File: config.mk
export PLATFORM = sky130hd
export DESIGN_NAME = arbitro_pop_ctrl_flat
export DESIGN_NICKNAME = d
export VERILOG_FILES = /design/src/rtl/arbitro_pkg.sv /design/src/rtl/arbitro_pop_ctrl_if.sv /design/src/rtl/arbitro_sel.sv /design/src/rtl/arbitro_pop_ctrl.sv /design/src/flat_wrapper.sv
export SDC_FILE = /design/constraint.sdc
export NUM_CORES = 1
export LEC_CHECK = 0
export CELL_PAD_IN_SITES_DETAIL_PLACEMENT = 1
export CELL_PAD_IN_SITES_GLOBAL_PLACEMENT = 1
export CORE_MARGIN = 1.5
export CORE_UTILIZATION = 25
export DETAILED_ROUTE_END_ITERATION = 12
export HOLD_SLACK_MARGIN = 0.02
export PLACE_DENSITY = 0.78
export SYNTH_ARGS = -nofsm -noshare
export SYNTH_HDL_FRONTEND = slang
export SYNTH_SLANG_ARGS = --single-unit
export TNS_END_PERCENT = 1
File: constraint.sdc
create_clock -name clk -period 1.9 [get_ports clk]
set_input_delay 0.285 -clock clk [delete_from_list [all_inputs] [get_ports clk]]
set_output_delay 0.285 -clock clk [all_outputs]
set_load 0.05 [all_outputs]
File: src/rtl/arbitro_pkg.sv
// rtl/arbitro_pkg.sv - shared encodings and defaults for the VC pop scheduler
package arbitro_pkg;

    typedef enum logic [1:0] {
        ST_IDLE  = 2'd0,
        ST_SERVE = 2'd1,
        ST_STALL = 2'd2
    } state_t;

    localparam int DATA_W_DEF     = 6;
    localparam int DEST_BIT_DEF   = 4;
    localparam int MAX_CONSEC_DEF = 4;
    localparam int CNT_W_DEF      = 3;

    // Almost-full flag of the destination FIFO addressed by a head word
    function automatic logic dest_af(input logic dest, input logic d0_af, input logic d1_af);
        return dest ? d1_af : d0_af;
    endfunction

endpackage

File: src/rtl/arbitro_pop_ctrl_if.sv
// rtl/arbitro_pop_ctrl_if.sv - VC status/head inputs and pop strobe outputs of the scheduler
interface arbitro_pop_ctrl_if #(
    parameter int DATA_W = arbitro_pkg::DATA_W_DEF
);
    logic [DATA_W-1:0] VC0_head;
    logic [DATA_W-1:0] VC1_head;
    logic              VC0_empty;
    logic              VC1_empty;
    logic              D0_almost_full;
    logic              D1_almost_full;
    logic              pop_VC0;
    logic              pop_VC1;
    logic              pop_delay_VC0;
    logic              pop_delay_VC1;
    logic [1:0]        state;

    // Environment side: FIFO status and demux feedback
    modport master (
        output VC0_head, VC1_head, VC0_empty, VC1_empty,
        output D0_almost_full, D1_almost_full,
        input  pop_VC0, pop_VC1, pop_delay_VC0, pop_delay_VC1, state
    );

    // Scheduler side
    modport slave (
        input  VC0_head, VC1_head, VC0_empty, VC1_empty,
        input  D0_almost_full, D1_almost_full,
        output pop_VC0, pop_VC1, pop_delay_VC0, pop_delay_VC1, state
    );
endinterface

File: src/rtl/arbitro_sel.sv
// rtl/arbitro_sel.sv - combinational eligibility and grant priority for VC0/VC1
module arbitro_sel
    import arbitro_pkg::*;
#(
    parameter int DATA_W   = DATA_W_DEF,
    parameter int DEST_BIT = DEST_BIT_DEF
) (
    input  logic [DATA_W-1:0] VC0_head,
    input  logic [DATA_W-1:0] VC1_head,
    input  logic              VC0_empty,
    input  logic              VC1_empty,
    input  logic              D0_almost_full,
    input  logic              D1_almost_full,
    input  logic              cnt_at_max,
    output logic              pop_VC0,
    output logic              pop_VC1
);

    logic elig_vc0;
    logic elig_vc1;

    // Each VC is judged only against its own destination, so neither head blocks the other
    always_comb begin
        elig_vc0 = !VC0_empty && !dest_af(VC0_head[DEST_BIT], D0_almost_full, D1_almost_full);
        elig_vc1 = !VC1_empty && !dest_af(VC1_head[DEST_BIT], D0_almost_full, D1_almost_full);
    end

    // Fairness override first, then VC0 preference, then VC1 as fallback
    always_comb begin
        pop_VC0 = 1'b0;
        pop_VC1 = 1'b0;
        if (cnt_at_max && elig_vc1) begin
            pop_VC1 = 1'b1;
        end else if (elig_vc0) begin
            pop_VC0 = 1'b1;
        end else if (elig_vc1) begin
            pop_VC1 = 1'b1;
        end
    end

endmodule

File: src/rtl/arbitro_pop_ctrl.sv
// rtl/arbitro_pop_ctrl.sv - VC pop scheduler: fairness counter, delayed pop strobes, state
module arbitro_pop_ctrl
    import arbitro_pkg::*;
#(
    parameter int DATA_W     = DATA_W_DEF,
    parameter int DEST_BIT   = DEST_BIT_DEF,
    parameter int MAX_CONSEC = MAX_CONSEC_DEF,
    parameter int CNT_W      = CNT_W_DEF
) (
    input  logic               clk,
    input  logic               reset,
    arbitro_pop_ctrl_if.slave  bus
);

    logic             sel_vc0;
    logic             sel_vc1;
    logic             pop_vc0;
    logic             pop_vc1;
    logic [CNT_W-1:0] cnt_q;
    logic [CNT_W-1:0] cnt_d;
    logic             cnt_at_max;
    state_t           state_q;
    state_t           state_d;

    assign cnt_at_max = (cnt_q == CNT_W'(MAX_CONSEC));

    arbitro_sel #(
        .DATA_W   (DATA_W),
        .DEST_BIT (DEST_BIT)
    ) u_sel (
        .VC0_head       (bus.VC0_head),
        .VC1_head       (bus.VC1_head),
        .VC0_empty      (bus.VC0_empty),
        .VC1_empty      (bus.VC1_empty),
        .D0_almost_full (bus.D0_almost_full),
        .D1_almost_full (bus.D1_almost_full),
        .cnt_at_max     (cnt_at_max),
        .pop_VC0        (sel_vc0),
        .pop_VC1        (sel_vc1)
    );

    // Pops are suppressed for the whole time reset is held, not just at edges
    always_comb begin
        pop_vc0 = sel_vc0 && !reset;
        pop_vc1 = sel_vc1 && !reset;
    end

    // Count consecutive VC0 wins only while VC1 is waiting; saturate at the limit
    always_comb begin
        cnt_d = cnt_q;
        if (bus.VC1_empty || pop_vc1) begin
            cnt_d = '0;
        end else if (pop_vc0 && !cnt_at_max) begin
            cnt_d = cnt_q + 1'b1;
        end
    end

    // Fairness counter register
    always_ff @(posedge clk or posedge reset) begin
        if (reset) begin
            cnt_q <= '0;
        end else begin
            cnt_q <= cnt_d;
        end
    end

    // One-cycle delayed pops line up with the FIFO's registered read data
    always_ff @(posedge clk or posedge reset) begin
        if (reset) begin
            bus.pop_delay_VC0 <= 1'b0;
            bus.pop_delay_VC1 <= 1'b0;
        end else begin
            bus.pop_delay_VC0 <= pop_vc0;
            bus.pop_delay_VC1 <= pop_vc1;
        end
    end

    // Next state follows this cycle's grant and empties directly
    always_comb begin
        state_d = state_q;
        if (pop_vc0 || pop_vc1) begin
            state_d = ST_SERVE;
        end else if (bus.VC0_empty && bus.VC1_empty) begin
            state_d = ST_IDLE;
        end else begin
            state_d = ST_STALL;
        end
    end

    // State register
    always_ff @(posedge clk or posedge reset) begin
        if (reset) begin
            state_q <= ST_IDLE;
        end else begin
            state_q <= state_d;
        end
    end

    assign bus.pop_VC0 = pop_vc0;
    assign bus.pop_VC1 = pop_vc1;
    assign bus.state   = state_q;

endmodule

File: src/flat_wrapper.sv
// flat-port wrapper written by rule: the top's interface ports become plain ports
module arbitro_pop_ctrl_flat import arbitro_pkg::*;
#(
    parameter int DATA_W     = DATA_W_DEF,
    parameter int DEST_BIT   = DEST_BIT_DEF,
    parameter int MAX_CONSEC = MAX_CONSEC_DEF,
    parameter int CNT_W      = CNT_W_DEF
)
  (clk, reset, bus_VC0_head, bus_VC1_head, bus_VC0_empty, bus_VC1_empty, bus_D0_almost_full, bus_D1_almost_full, bus_pop_VC0, bus_pop_VC1, bus_pop_delay_VC0, bus_pop_delay_VC1, bus_state);
  arbitro_pop_ctrl_if #(.DATA_W(DATA_W)) bus_i ();
  input  logic clk;
  input  logic reset;
  input wire logic [$bits(bus_i.VC0_head)-1:0] bus_VC0_head;
  input wire logic [$bits(bus_i.VC1_head)-1:0] bus_VC1_head;
  input wire logic [$bits(bus_i.VC0_empty)-1:0] bus_VC0_empty;
  input wire logic [$bits(bus_i.VC1_empty)-1:0] bus_VC1_empty;
  input wire logic [$bits(bus_i.D0_almost_full)-1:0] bus_D0_almost_full;
  input wire logic [$bits(bus_i.D1_almost_full)-1:0] bus_D1_almost_full;
  output wire logic [$bits(bus_i.pop_VC0)-1:0] bus_pop_VC0;
  output wire logic [$bits(bus_i.pop_VC1)-1:0] bus_pop_VC1;
  output wire logic [$bits(bus_i.pop_delay_VC0)-1:0] bus_pop_delay_VC0;
  output wire logic [$bits(bus_i.pop_delay_VC1)-1:0] bus_pop_delay_VC1;
  output wire logic [$bits(bus_i.state)-1:0] bus_state;
  assign bus_i.VC0_head = bus_VC0_head;
  assign bus_i.VC1_head = bus_VC1_head;
  assign bus_i.VC0_empty = bus_VC0_empty;
  assign bus_i.VC1_empty = bus_VC1_empty;
  assign bus_i.D0_almost_full = bus_D0_almost_full;
  assign bus_i.D1_almost_full = bus_D1_almost_full;
  assign bus_pop_VC0 = bus_i.pop_VC0;
  assign bus_pop_VC1 = bus_i.pop_VC1;
  assign bus_pop_delay_VC0 = bus_i.pop_delay_VC0;
  assign bus_pop_delay_VC1 = bus_i.pop_delay_VC1;
  assign bus_state = bus_i.state;
  arbitro_pop_ctrl #(.DATA_W(DATA_W), .DEST_BIT(DEST_BIT), .MAX_CONSEC(MAX_CONSEC), .CNT_W(CNT_W)) u_core (.clk(clk), .reset(reset), .bus(bus_i));
endmodule
==> flow_metrics.py <==
metrics = {
    "clock_network": {
        "root_buffer": "clkbuf_4",
        "h-tree-depth": 1,
        "cts.sinks": 7,
        "clock_path_buffers": 2,
        "clk_latency_ns": 0.25,
        "path_clk_slew_ns": 0.06,
        "ctsHoldBuffers": 0,
        "tritoncts": "yes",
        "cts_buffers": 3,
    },
    "worst_setup_path": {
        "reg2reg_from": "u_core.cnt_q[0]",
        "rrSetupSlack_ns": 0.32,
        "r2r_cells": 5,
        "rr_endpoint": "u_core.cnt_q[1]",
        "crit_chain": "inv_2 -> ha_4 -> a21oi_4 -> a2111oi_4 -> buf_4 -> buf_12",
        "cp-endpoint": "bus_pop_VC1",
        "startpoint_type": "register",
        "arrival_ns": 1.56,
        "cp-startpoint": "u_core.cnt_q[1]",
        "cp-end-kind": "primary output",
        "path_max_fanout": 4,
        "crit_slowest_cell": "dfrtp_1",
        "worstSetupPathType": "reg2out",
        "max_stage_delay_ns": 0.39,
        "worst_ep_required_time_ns": 1.62,
    },
    "timing": {
        "clock.fmax_mhz": 541.6,
        "setup-violations-final": 0,
        "drv_slew": 0,
        "hold_viol": 0,
        "rsz0062_at_grt": "true",
        "fin_crit_sh_pct": 97.17,
        "slew_headroom_pct": 66.14,
        "fin_skew_ns": 0.003788,
        "tightest_slew_ns": 0.5063,
        "setup_ws_ns": 0.05372,
        "min_period_ns": 1.846,
    },
    "yosys": {
        "synth_compound_area_share_pct": 22.63,
        "synthSimpleGateAreaFrac_pct": 14.07,
        "ys_ff_latch": 7,
        "synth_top_family_by_area": "compound AO/OA/AOI/OAI gates",
        "syn_area_per_cell_um2": 11.37,
        "syn_area_um2": 409.1,
        "synth_warnings": 0,
        "ys_types": 22,
        "synth_xor_area_share_pct": 0,
        "yosys-mux-area-fraction_pct": 8.869,
        "yosysSeqAreaShare_pct": 42.81,
        "syn_inst": 36,
        "synth_nets": 56,
        "synthAdderAreaFrac_pct": 6.116,
    },
    "power_and_ir_drop": {
        "p_sw_share_pct": 30.50,
        "cellPowerDensity_mw_per_mm2": 566.6,
        "ir_worst_vdd_mv": 0.4511,
        "power_mw": 0.4324,
        "power.share.sequential_pct": 36.5,
        "p_int_mw": 0.3006,
        "clock_power_share_pct": 31.4,
        "switchingPower_mw": 0.1319,
        "combPwrFrac_pct": 32.1,
        "power.leakage_nw": 0.3407,
    },
    "placed_design": {
        "dp_slack_ns": -0.1308,
        "dp_hpwl_um": 838,
        "portBuffers": 13,
        "place.gp.congestion": 0.8428,
        "post-place-cells": 73,
    },
    "floorplan": {
        "die_area_mm2": 0.001888,
        "fp-row-count": 14,
        "chipHeight_um": 43.46,
        "die_w_um": 43.46,
        "coreArea_mm2": 0.001524,
        "num_io_pins": 24,
        "start_util_pct": 26.85,
    },
    "drt": {
        "drt-met1-wl_um": 539,
        "drtAntennaViolNets": 0,
        "wl_per_cell_um": 15.34,
        "top_layer": "met3",
        "wl_um": 1212,
        "num_vias": 397,
        "avgViaCountPerCell": 5.025,
        "drtPass1Iterations": 4,
        "drtIter0Drc": 10,
        "drc": 0,
        "wl_met2_um": 634,
        "wl_met3_um": 38,
    },
    "grt": {
        "grt_max_degree": 8,
        "track_usage_pct": 15.07,
        "grt_pass1_wl_um": 2001,
        "grt_pass1_vias": 443,
        "overflow": 0,
        "antenna_found_initial": 0,
    },
    "status": {
        "status": "complete, no violations",
    },
    "finish": {
        "layout.cells.non_filler": 79,
        "nets": 84,
        "area_growth_pct": 86.54,
        "utilization_pct": 50.08,
        "n_antenna_cell": 0,
        "drive_gt1_share_pct": 46.03,
    },
    "min_path": {
        "hold_start": "bus_D0_almost_full",
        "hp-class": "in2reg",
    },
    "flow_run": {
        "cap_violations": 0,
    },
}
## through the flow
| step | hold slack, ns | instance area, um^2 | TNS [ns] |
|---|---|---|---|
| floorplan | 0.2137 | 421.7 | -0.5245 |
| global placement | 0.5857 | 648.1 | -0.1672 |
| detailed placement | 0.6151 | 648.1 | -0.3021 |
| CTS | 0.5539 | 737.0 | -0.004025 |
| global route | 0.4775 | 763.2 | -0.02234 |
| finish | 0.4749 | 763.2 | 0 |
## metal layers
metal  track usage, %  up-vias
met4            5.455        0
met3            6.250        0
li1                 -      193
met5                0        -
met1            17.10      194
met2            25.37       10
## how the worst min path moves through the flow
stage	endpoint	cells past startpoint
after floorplan	u_core.bus.pop_delay_VC0	2
after global placement	u_core.cnt_q[1]	2
after detailed placement	u_core.cnt_q[1]	2
after CTS	u_core.bus.pop_delay_VC0	3
after global routing	u_core.bus.pop_delay_VC0	3
final	u_core.bus.pop_delay_VC0	3
## power groups by stage
stage | combinational, mW | sequential, mW | clock (mW)
after global placement | 0.120 | 0.160 | 0
final | 0.139 | 0.158 | 0.136
after global routing | 0.147 | 0.158 | 0.153
after CTS | 0.136 | 0.158 | 0.142
after floorplan | 0.0420 | 0.180 | 0
after detailed placement | 0.122 | 0.161 | 0
## worst max-delay path: cells and delay by family (launching register included)
family / cells / cell delay (ns)
compound gates: 2 / 0.37
flops: 1 / 0.39
fa+ha+maj: 1 / 0.16
buf+inv: 3 / 0.38
## area by class of cell
| type | instances | area, um^2 |
|---|---|---|
| multi-input cells | 25 | 287.8 |
| repair buffers | 24 | 242.7 |
| well taps | 16 | 20.02 |
| clock buffers | 4 | 26.28 |
| flip-flops and latches | 7 | 175.2 |
| fillers | 164 | 760.7 |
| inverters | 3 | 11.26 |
## logic make-up (layout without fill, tap and decap cells)
logic type,count (synthesis),in the layout
flip-flops,7,7
buffers and inverters,4,31
multiplexers,3,3
adder cells (fa/ha/maj),2,2
AND/OR/NAND/NOR,9,9
AO/OA/AOI/OAI,11,11
## cells in the final DEF (no fill, tap or decap), types with 2 or more instances in the layout
cell / instances
clkbuf_4: 3
mux2_4: 2
inv_2: 2
o21ai_0: 2
dlymetal6s2s_1: 3
dfrtp_1: 7
a211oi_2: 3
clkdlybuf4s50_1: 7
buf_4: 10
buf_12: 2
## cell usage after synthesis
| cell type | instances | area share, % |
|---|---|---|
| a2111oi_0 | 1 | 2.1 |
| a211o_1 | 1 | 2.1 |
| a211oi_2 | 3 | 9.2 |
| a21oi_1 | 2 | 2.4 |
| a2bb2oi_1 | 1 | 2.1 |
| and4b_1 | 1 | 2.4 |
| buf_6 | 1 | 2.8 |
| dfrtp_1 | 7 | 43 |
| ha_1 | 2 | 6.1 |
| inv_1 | 3 | 2.8 |
| mux2_2 | 1 | 2.8 |
| mux2_4 | 1 | 3.7 |
| mux2i_1 | 1 | 2.4 |
| nand2_1 | 1 | 0.92 |
| nor2_1 | 1 | 0.92 |
| nor3_1 | 1 | 1.2 |
| nor3b_1 | 1 | 1.8 |
| nor4_1 | 2 | 3.1 |
| o21ai_0 | 2 | 2.4 |
| o22a_1 | 1 | 2.1 |
| or3_1 | 1 | 1.5 |
| or3b_1 | 1 | 2.1 |
## registers in the layout, summed over array words and instances (netlist names)
register	flops
u_core.cnt_q	3
u_core.bus.pop_delay_VC1	1
u_core.bus.state	2
u_core.bus.pop_delay_VC0	1
## timing repair
item,in CTS,in global routing
pin swaps,1,4
endpoints found under the setup margin,2,2
buffers inserted,1,1
resized for setup,12,5
cloned,0,0
Note: power is estimated with default switching activity, not from simulation.
